==> config.mk <==
export PLATFORM = sky130hd
export DESIGN_NAME = fp_to_int
export DESIGN_NICKNAME = d
export VERILOG_FILES = /design/src/rtl/fp_pkg.sv /design/src/rtl/fp_unpack.sv /design/src/rtl/fp_to_int.sv
export SDC_FILE = /design/constraint.sdc
export NUM_CORES = 1
export LEC_CHECK = 0
export CAP_MARGIN = 20
export CORE_UTILIZATION = 60
export CTS_CLUSTER_DIAMETER = 120
export DETAILED_ROUTE_END_ITERATION = 10
export PLACE_DENSITY = 0.83
export SLEW_MARGIN = 20
export SYNTH_ARGS = -nofsm -noshare
export SYNTH_HDL_FRONTEND = slang
export SYNTH_SLANG_ARGS = --single-unit
==> constraint.sdc <==
create_clock -name clk -period 7.71 [get_ports clk]
set_clock_uncertainty 0.15 [all_clocks]
set_input_delay 1.542 -clock clk [delete_from_list [all_inputs] [get_ports clk]]
set_output_delay 1.542 -clock clk [all_outputs]
set_load 0.005 [all_outputs]
==> src/rtl/fp_pkg.sv <==
// Shared IEEE-754 helpers for the floating-point datapath: format geometry,
// rounding-mode codes and operand classes.
package fp_pkg;

  localparam logic RND_RNE = 1'b0;
  localparam logic RND_RTZ = 1'b1;

  typedef enum logic [2:0] {
    FP_ZERO,
    FP_DENORM,
    FP_NORM,
    FP_INF,
    FP_NAN
  } fp_class_e;

  function automatic int fp_exp_w(input int width);
    case (width)
      16:      return 5;
      32:      return 8;
      64:      return 11;
      default: return 8;
    endcase
  endfunction

  function automatic int fp_bias(input int width);
    return (1 << (fp_exp_w(width) - 1)) - 1;
  endfunction

  function automatic int fp_mant_w(input int width);
    return width - 1 - fp_exp_w(width);
  endfunction

endpackage

==> src/rtl/fp_unpack.sv <==
// Combinational IEEE-754 operand decode: class, sign, unbiased exponent and
// significand with the hidden bit restored.
module fp_unpack
  import fp_pkg::*;
#(
  parameter int WIDTH = 16
) (
  input  logic [WIDTH-1:0]                 a,
  output logic                             sign,
  output fp_class_e                        cls,
  output logic signed [fp_exp_w(WIDTH):0]  e,
  output logic [fp_mant_w(WIDTH):0]        sig
);

  localparam int EXP_W  = fp_exp_w(WIDTH);
  localparam int MANT_W = fp_mant_w(WIDTH);
  localparam int BIAS   = fp_bias(WIDTH);

  localparam logic signed [EXP_W:0] BIAS_E   = (EXP_W + 1)'(BIAS);
  localparam logic signed [EXP_W:0] DENORM_E = (EXP_W + 1)'(1 - BIAS);

  logic [EXP_W-1:0]  exp_f;
  logic [MANT_W-1:0] mant;
  logic              exp_zero;
  logic              exp_ones;
  logic              mant_zero;

  assign exp_f     = a[WIDTH-2 -: EXP_W];
  assign mant      = a[MANT_W-1:0];
  assign sign      = a[WIDTH-1];
  assign exp_zero  = (exp_f == '0);
  assign exp_ones  = &exp_f;
  assign mant_zero = (mant == '0);

  // Denormals sit at the smallest normal exponent but without the hidden bit.
  assign e   = exp_zero ? DENORM_E : ($signed({1'b0, exp_f}) - BIAS_E);
  assign sig = {!exp_zero, mant};

  always_comb begin
    cls = FP_NORM;
    if (exp_zero) begin
      cls = mant_zero ? FP_ZERO : FP_DENORM;
    end else if (exp_ones) begin
      cls = mant_zero ? FP_INF : FP_NAN;
    end
  end

endmodule

==> src/rtl/fp_to_int.sv <==
// Three-stage IEEE-754 to signed integer converter (unpack, align,
// round/saturate) with valid/ready handshake and a global stall.
module fp_to_int
  import fp_pkg::*;
#(
  parameter int WIDTH = 16,
  parameter int INT_W = 32
) (
  input  logic             clk,
  input  logic             rst,
  input  logic             in_valid,
  output logic             in_ready,
  input  logic [WIDTH-1:0] a,
  input  logic             rnd_mode,
  output logic             out_valid,
  input  logic             out_ready,
  output logic [INT_W-1:0] result,
  output logic             flag_invalid,
  output logic             flag_inexact
);

  localparam int EXP_W  = fp_exp_w(WIDTH);
  localparam int MANT_W = fp_mant_w(WIDTH);
  localparam int RW     = 2 * MANT_W + 3;

  localparam logic [INT_W:0]   POS_LIMIT = {2'b00, {(INT_W-1){1'b1}}};
  localparam logic [INT_W:0]   NEG_LIMIT = {2'b01, {(INT_W-1){1'b0}}};
  localparam logic [INT_W-1:0] SAT_POS   = {1'b0, {(INT_W-1){1'b1}}};
  localparam logic [INT_W-1:0] SAT_NEG   = {1'b1, {(INT_W-1){1'b0}}};

  logic en;

  logic                   u_sign;
  fp_class_e              u_cls;
  logic signed [EXP_W:0]  u_e;
  logic [MANT_W:0]        u_sig;

  logic                   s1_valid;
  logic                   s1_sign;
  logic                   s1_rnd;
  fp_class_e              s1_cls;
  logic signed [EXP_W:0]  s1_e;
  logic [MANT_W:0]        s1_sig;

  int                     e_i;
  int                     ls_i;
  int                     rs_i;
  logic [INT_W-1:0]       lwide;
  logic [RW-1:0]          rwide;
  logic [INT_W-1:0]       al_mag;
  logic                   al_guard;
  logic                   al_sticky;
  logic                   al_ovf;

  logic                   s2_valid;
  logic                   s2_sign;
  logic                   s2_rnd;
  fp_class_e              s2_cls;
  logic [INT_W-1:0]       s2_mag;
  logic                   s2_guard;
  logic                   s2_sticky;
  logic                   s2_ovf;

  logic                   inc;
  logic [INT_W:0]         rmag;
  logic [INT_W-1:0]       nx_result;
  logic                   nx_invalid;
  logic                   nx_inexact;

  assign en       = !(out_valid && !out_ready);
  assign in_ready = en;

  fp_unpack #(
    .WIDTH(WIDTH)
  ) u_unpack (
    .a    (a),
    .sign (u_sign),
    .cls  (u_cls),
    .e    (u_e),
    .sig  (u_sig)
  );

  always_ff @(posedge clk) begin
    if (rst) begin
      s1_valid <= 1'b0;
    end else if (en) begin
      s1_valid <= in_valid;
      s1_sign  <= u_sign;
      s1_rnd   <= rnd_mode;
      s1_cls   <= u_cls;
      s1_e     <= u_e;
      s1_sig   <= u_sig;
    end
  end

  // Shift amounts are clamped so the shifters stay operand-sized; anything
  // beyond the clamp is either overflow or pure sticky.
  always_comb begin
    e_i  = int'(s1_e);
    ls_i = e_i - MANT_W;
    if (ls_i < 0) ls_i = 0;
    if (ls_i > INT_W - 1) ls_i = INT_W - 1;
    rs_i = MANT_W - e_i;
    if (rs_i < 0) rs_i = 0;
    if (rs_i > MANT_W + 2) rs_i = MANT_W + 2;

    lwide  = INT_W'(s1_sig) << ls_i;
    rwide  = {s1_sig, {(MANT_W+2){1'b0}}} >> rs_i;
    al_ovf = (e_i >= INT_W);

    if (e_i >= MANT_W) begin
      al_mag    = lwide;
      al_guard  = 1'b0;
      al_sticky = 1'b0;
    end else begin
      al_mag    = INT_W'(rwide[RW-1:MANT_W+2]);
      al_guard  = rwide[MANT_W+1];
      al_sticky = |rwide[MANT_W:0];
    end
  end

  always_ff @(posedge clk) begin
    if (rst) begin
      s2_valid <= 1'b0;
    end else if (en) begin
      s2_valid  <= s1_valid;
      s2_sign   <= s1_sign;
      s2_rnd    <= s1_rnd;
      s2_cls    <= s1_cls;
      s2_mag    <= al_mag;
      s2_guard  <= al_guard;
      s2_sticky <= al_sticky;
      s2_ovf    <= al_ovf;
    end
  end

  // The negative range reaches one further than the positive range, so
  // -2^(INT_W-1) passes while +2^(INT_W-1) saturates.
  always_comb begin
    inc        = (s2_rnd == RND_RNE) && s2_guard && (s2_sticky || s2_mag[0]);
    rmag       = {1'b0, s2_mag} + (INT_W + 1)'(inc);
    nx_result  = '0;
    nx_invalid = 1'b0;
    nx_inexact = 1'b0;
    if (s2_cls == FP_NAN) begin
      nx_result  = SAT_POS;
      nx_invalid = 1'b1;
    end else if (s2_cls == FP_INF) begin
      nx_result  = s2_sign ? SAT_NEG : SAT_POS;
      nx_invalid = 1'b1;
    end else if (s2_ovf || (!s2_sign && (rmag > POS_LIMIT)) ||
                 (s2_sign && (rmag > NEG_LIMIT))) begin
      nx_result  = s2_sign ? SAT_NEG : SAT_POS;
      nx_invalid = 1'b1;
    end else begin
      nx_result  = s2_sign ? (~rmag[INT_W-1:0] + INT_W'(1)) : rmag[INT_W-1:0];
      nx_inexact = s2_guard || s2_sticky;
    end
  end

  always_ff @(posedge clk) begin
    if (rst) begin
      out_valid    <= 1'b0;
      result       <= '0;
      flag_invalid <= 1'b0;
      flag_inexact <= 1'b0;
    end else if (en) begin
      out_valid <= s2_valid;
      if (s2_valid) begin
        result       <= nx_result;
        flag_invalid <= nx_invalid;
        flag_inexact <= nx_inexact;
      end
    end
  end

endmodule

==> results of run 1 <==
-- power by group through the flow --
stage          Clock, mW  Sequential (mW)  Combinational (mW)
2_1_floorplan          0            0.641               0.292
5_1_grt            0.510            0.667               0.400
3_5_place_dp           0            0.671               0.359
3_3_place_gp           0            0.668               0.352
4_1_cts            0.486            0.659               0.363
6_report           0.484            0.660               0.367
-- worst min-delay path by stage --
stage                            to  cells past startpoint
after floorplan           s2_cls[0]                      0
after global placement      s2_sign                      0
after detailed placement  s2_cls[0]                      0
after CTS                 s2_cls[0]                      0
after global routing      s2_cls[0]                      0
final                     s2_cls[0]                      0
-- state kept, by name, indices dropped and copies added (netlist names), 3 cells and up --
signal and cells:
s2_cls 3, s1_e 6, s2_mag 32, result 32, s1_sig 11, s1_cls 3
-- kinds of logic (layout without fill, tap and decap cells) --
kind of cell / count (synthesis) / in the layout / synth area share (%)
buffers and inverters: 77 / 100 / 5.391
AOI/OAI and AO/OA: 213 / 213 / 21.77
and+or+nand+nor: 313 / 313 / 22.24
adders and majority gates: 12 / 12 / 2.080
DFF: 99 / 99 / 36.05
other: 1 / 1 / 0.05195
xor gates and xnor gates: 66 / 66 / 8.008
muxes: 28 / 28 / 4.403
-- area by class of cell --
| class | instances | area, µm² | share of cell area, % |
|---|---|---|---|
| multi-input cells | 633 | 4242 | 52.94 |
| flip-flops and latches | 99 | 2603 | 32.48 |
| repair buffers | 59 | 583.1 | 7.277 |
| clock buffers | 9 | 225.2 | 2.811 |
| well taps | 143 | 178.9 | 2.233 |
| inverters | 25 | 93.84 | 1.171 |
| clock inverters | 7 | 87.58 | 1.093 |
-- per-stage QoR --
stage	power, mW	cells
6_report	1.511	975
5_1_grt	1.577	975
4_1_cts	1.507	975
3_5_place_dp	1.030	959
3_3_place_gp	1.020	959
2_1_floorplan	0.9327	809
-- worst reg2reg max path: cells and delay by family, from the launching register on --
kind	cells	cell delay, ns
xor+xnor	1	0.28
simple gates	8	3.02
fa+ha+maj	2	0.88
flops	1	0.37
compound gates	3	0.63
-- layer usage --
metal	up-vias	track usage (%)	wire, µm
met4	0	14.14	611
met5	-	0	0
met3	47	4.954	920
met1	2913	34.70	7380
li1	3029	-	-
met2	250	52.17	8952
-- cell usage in the layout (no fill, tap or decap), types with 5 or more instances in the layout --
master	Yosys	routed
a211oi_2	29	30
a21oi_1	38	38
a31oi_1	10	10
and2_1	13	12
and3_1	9	8
and4_1	6	6
clkbuf_16	0	9
clkdlybuf4s50_1	0	56
dfxtp_1	37	37
edfxtp_1	62	62
ha_1	12	12
inv_1	25	25
mux2i_1	25	25
nand2_1	68	68
nand2b_1	7	7
nand3_1	33	33
nand4_1	10	10
nor2_1	91	91
nor3_1	18	18
nor4_1	10	10
o21a_1	6	6
o21ai_0	43	43
o22a_1	5	5
o22ai_1	22	22
o31ai_1	11	11
or3_1	7	7
or4_1	5	5
xnor2_1	44	44
xor2_1	22	22
==> summary.txt, run 1 <==
Floorplan
  – Rows: 39
  – Initial Utilization: 62.41%
  – Ports: 57
  – Die height: 111.7 µm
  – Die area: 0.01247 mm²
  – Die width: 111.7 µm
  – Core area: 0.01156 mm²

Logic synthesis
  – Synthesis Warnings: 0
  – Syn nets: 842
  – Post-synth top area share: 25.79%
  – Count leader, synth: nor2_1
  – Cell variety after synth: 79
  – Seq/Total Area, Yosys: 36.05%
  – Synth area leaders: edfxtp_1 (26%), dfxtp_1 (10%), xnor2_1 (5.3%), a211oi_2 (5.0%), nor2_1 (4.7%)
  – FFs w/ async S/R, synth: 0%
  – Post-synth EDFFs: 62
  – Syn_area_per_cell: 8.922 µm²
  – Synth cell count leaders: nor2_1 (91), nand2_1 (68), edfxtp_1 (62), xnor2_1 (44), o21ai_0 (43)
  – FF+latch count, synth: 99
  – Prevailing post-synth register cell: edfxtp_1
  – Mapped Cells: 809
  – Synthesized cell area: 0.007218 mm²
  – Post-synth top area cell: edfxtp_1

Timing
  – Worst hold slack: 0.2745 ns
  – Slew Viols, Final: 0
  – Fin crit period: 5.389 ns
  – Setup TNS: 0 ns
  – Final worst setup slack: 2.321 ns
  – Max Freq: 185.6 MHz
  – Period utilization: 69.89%
  – Final setup violation count: 0
  – Final Hold Fails: 0
  – RSZ-0062 raised after global routing: no
  – Relative slew margins: 30.95%
  – Slew @ Worst Pin: 1.032 ns

Clock tree
  – Clock root cell: clkbuf_16
  – Clock Latency Late Sink: 0.36 ns
  – CTS Buffer Depth: 2
  – Post-CTS Setup Bufs: 0
  – CTS tree: yes
  – H-tree depth: 3
  – CTS sink cnt: 99
  – Hold_buf cts: 0
  – Resized cells post-CTS: 0
  – CTS buffer count: 9
  – CTS clock-pin slew for the worst setup and hold paths: 0.07 ns

Critical path
  – Setup slack, reg-to-reg: 2.32 ns
  – Startpoint Class: flip-flop
  – Worst Reg-to-Reg Cells: 14
  – Critical path arrival: 5.53 ns
  – Worst setup path endpoint: flag_inexact
  – CP Launch Point: s2_mag[0]
  – Crit path capture type: flip-flop
  – Levels on crit path: 14
  – Critical path cell sequence: nor2_1 > nor3b_1 > ha_1 > ha_1 > nand3_1 > nor4_1 > xnor2_1 > nand4_1 > or3b_1 > or4_4 > o41ai_1 > and3_2 > o21ai_0 > a21oi_1
  – CP Class: flip-flop to flip-flop
  – CP delay by family, top: simple AND/OR/NAND/NOR gates
  – CP bufs+invs: 0
  – Worst Path Required: 7.85 ns
  – Critical path's slowest cell: and3_2
  – Worst r2r dst: flag_inexact
  – Reg2reg start: s2_mag[0]
  – CP max stage delay: 0.85 ns
  – Worst-path maximum fanout: 34
  – Worst path most repeated cell: ha_1

Finish
  – Synth-to-Final Area Change: 11.01%
  – Layout cells sized above 1: 9.135%
  – Nets: 860
  – Number of fill cells: 917
  – Core Util, Final: 69.28%
  – Final instance area: 0.008013 mm²
  – Antenna diode count: 0

Power
  – P_leak: 2.779 nW
  – Sequential share of power: 43.7%
  – Combinational share of power: 24.3%
  – PD cells: 188.6 mW/mm²
  – Switch Pwr: 0.4927 mW
  – Sw Share: 32.60%
  – Int Pwr: 1.019 mW
  – Clock network power share: 32.0%
  – VDD IR max: 0.1141 mV

Min path
  – Class of the worst hold path: flip-flop to flip-flop
  – Hold Path Origin: s1_cls[0]

GRT
  – Vias in the first global route: 5977
  – Total Routing Usage GR: 29.49%
  – Initial antenna violation count: 0
  – Largest net degree at the start of global routing: 63
  – Total gr overflow: 0
  – First-pass GRT wire length: 29180 µm

Place
  – PortBufs: 56
  – Area after DPL: 0.007699 mm²
  – HPWL Detailed: 13400 µm
  – Routability cong.: 0.9751
  – Post-Place Setup Slack: 2.356 ns

Drt
  – Post-route ant nets: 0
  – Vias: 6239
  – Drt via density: 6.399
  – Routed Wire Length: 17870 µm
  – WL/cell: 18.32 µm
  – DRC viols: 7
  – TritonRoute pass-1 iters: 10
  – Initial drt markers: 563

Job
  – Maxcap violations: 0

Status
  – Failing checks: design-rule violations
  – Status: finished with violations
Power figures use the tool's default switching activity.
==> run 2, diff against run 1 <==
Clock period 7.71 ns to 5 ns, I/O delays scaled along.
==> run 2 against run 1 <==
  * First-iteration DRC count is 2.3% lower
  * Sequential share of layout area is 0.091 points lower
  * Critical endpoint is now result[1]
  * Setup slack got worse by 2.0 ns
  * Combinational power rose by 55%
  * Die area did not move
  * Register-to-register slack lost 2.0 ns
  * The run still ends with design-rule violations left
==> summary.txt, run 2 (same netlist as run 1, synthesis figures left out) <==
Drt
  – Drt via density: 6.551
  – WL/cell: 18.57 µm
  – Initial drt markers: 550
  – Vias: 6433
  – Routed Wire Length: 18230 µm
  – DRC viols: 7
  – TritonRoute pass-1 iters: 8
  – Post-route ant nets: 0

Clock tree
  – CTS tree: yes
  – CTS buffer count: 9
  – Clock Latency Late Sink: 0.36 ns
  – Post-CTS Setup Bufs: 0
  – Clock root cell: clkbuf_16
  – Hold_buf cts: 0
  – H-tree depth: 3
  – CTS Buffer Depth: 2
  – Resized cells post-CTS: 0
  – CTS sink cnt: 99
  – CTS clock-pin slew for the worst setup and hold paths: 0.08 ns

Min path
  – Worst Hold Path Cells: 0
  – Class of the worst hold path: flip-flop to flip-flop

GRT
  – Total gr overflow: 0
  – Initial antenna violation count: 0
  – Vias in the first global route: 6180
  – Total Routing Usage GR: 30.13%
  – First-pass GRT wire length: 30000 µm
  – Largest net degree at the start of global routing: 63

Finish
  – Nets: 867
  – Layout cells sized above 1: 9.774%
  – Final instance area: 0.008035 mm²
  – Synth-to-Final Area Change: 11.32%
  – Top flop regs: result: 32 flops, s2_mag: 32 flops, s1_sig: 11 flops
  – Number of fill cells: 889
  – Commonest non-fill, non-tap cell in the layout: nor2_1
  – Commonest non-fill, non-tap cells in the layout: nor2_1 (91), nand2_1 (68), edfxtp_1 (62)
  – Antenna diode count: 0

Critical path
  – Worst Reg-to-Reg Cells: 16
  – Worst-path maximum fanout: 11
  – Setup slack, reg-to-reg: 0.37 ns
  – CP Class: flip-flop to flip-flop
  – CP Launch Point: s2_mag[0]
  – Worst r2r dst: result[1]
  – Startpoint Class: flip-flop
  – Worst setup path endpoint: result[1]
  – Worst Path Required: 5.08 ns
  – Reg2reg start: s2_mag[0]
  – Crit path capture type: flip-flop
  – Critical path arrival: 4.71 ns

Status
  – Status: finished with violations
  – Failing checks: design-rule violations

Floorplan
  – Rows: 39
  – Ports: 57
  – Die area: 0.01247 mm²
  – Initial Utilization: 62.41%
  – Die width: 111.7 µm
  – Die height: 111.7 µm
  – Core area: 0.01156 mm²

Timing
  – RSZ-0062 raised after global routing: no
  – Max Freq: 215.9 MHz
  – Slew Viols, Final: 0
  – Slew @ Worst Pin: 1.035 ns
  – Relative slew margins: 30.75%
  – Final worst setup slack: 0.3674 ns
  – Setup TNS: 0 ns
  – Final Hold Fails: 0
  – Period utilization: 92.65%
  – Fin crit period: 4.633 ns
  – Final setup violation count: 0

Power
  – Combinational share of power: 25.0%
  – Sw Share: 33.27%
  – VDD IR max: 0.1610 mV
  – Switch Pwr: 0.7585 mW
  – PD cells: 283.7 mW/mm²
  – P_leak: 2.802 nW
  – Overall Power: 2.280 mW
  – Int Pwr: 1.522 mW
  – Clock network power share: 30.1%
  – Sequential share of power: 44.9%

Job
  – Maxcap violations: 0

Place
  – Area after DPL: 0.007746 mm²
  – HPWL Detailed: 13410 µm
  – Post-Place Setup Slack: 0.4511 ns
  – PortBufs: 56
  – Routability cong.: 0.9436
==> run 2: changes by cell type in the layout (fill, tap and decap cells not counted) <==
cell / change
bufinv_16: -1
a211oi_2: -1
buf_4: +7
clkinv_2: +1
a211oi_1: +1
==> run 2: per-layer routing <==
metal	global-route usage (%)	wire length, µm	vias up
met5	0	0	-
met4	15.95	775	0
met3	5.661	1201	61
met2	52.96	9027	311
met1	34.77	7229	3003
li1	-	-	3058
==> run 2: metrics by stage <==
stage	util (%)	hold WS, ns	std cells
4_1_cts	69.47	0.2782	982
6_report	69.48	0.2770	982
3_5_place_dp	66.98	0.2593	966
2_1_floorplan	-	0.2503	809
5_1_grt	69.48	0.2866	982
3_3_place_gp	66.98	0.2548	966
==> run 2: worst min-delay path by stage <==
stage / from / end
after global placement: s1_sign / s2_sign
final: s1_cls[0] / s2_cls[0]
after floorplan: s1_cls[0] / s2_cls[0]
after detailed placement: s1_cls[0] / s2_cls[0]
after CTS: s1_cls[0] / s2_cls[0]
after global routing: s1_cls[1] / s2_cls[1]
==> run 2: cell type report <==
type / count / area, µm² / area share, %
clock buffers: 9 / 225.2 / 2.803
clock inverters: 7 / 62.56 / 0.7786
inverters: 25 / 93.84 / 1.168
multi-input cells: 633 / 4237 / 52.72
flip-flops and latches: 99 / 2603 / 32.39
well taps: 143 / 178.9 / 2.227
repair buffers: 66 / 635.6 / 7.910
==> run 2: critical path, cell delays in order, from the launching register on <==
cell      delay (ns)
edfxtp_1        0.36
nor2_1          0.05
nor3b_1         0.19
ha_1            0.40
ha_1            0.35
inv_1           0.08
ha_1            0.18
or4b_4          0.49
o31ai_4         0.09
o21a_4          0.19
nand3_2         0.09
or3b_1          0.40
or4_4           0.48
o41ai_1         0.23
and3_2          0.43
buf_4           0.26
a311oi_2        0.10
==> run 2: power groups by stage <==
stage / Sequential (mW) / Combinational [mW] / Clock, mW
detailed placement: 1.04 / 0.555 / 0
global route: 1.03 / 0.618 / 0.728
floorplan: 0.988 / 0.450 / 0
CTS: 1.02 / 0.561 / 0.695
global placement: 1.03 / 0.546 / 0
finish: 1.02 / 0.570 / 0.687
==> run 3, diff against run 2 <==
Settings changed: CAP_MARGIN 20 to 10.
==> results of run 3 <==
Same layout as run 2: the final DEF is identical, and so are final timing and power.
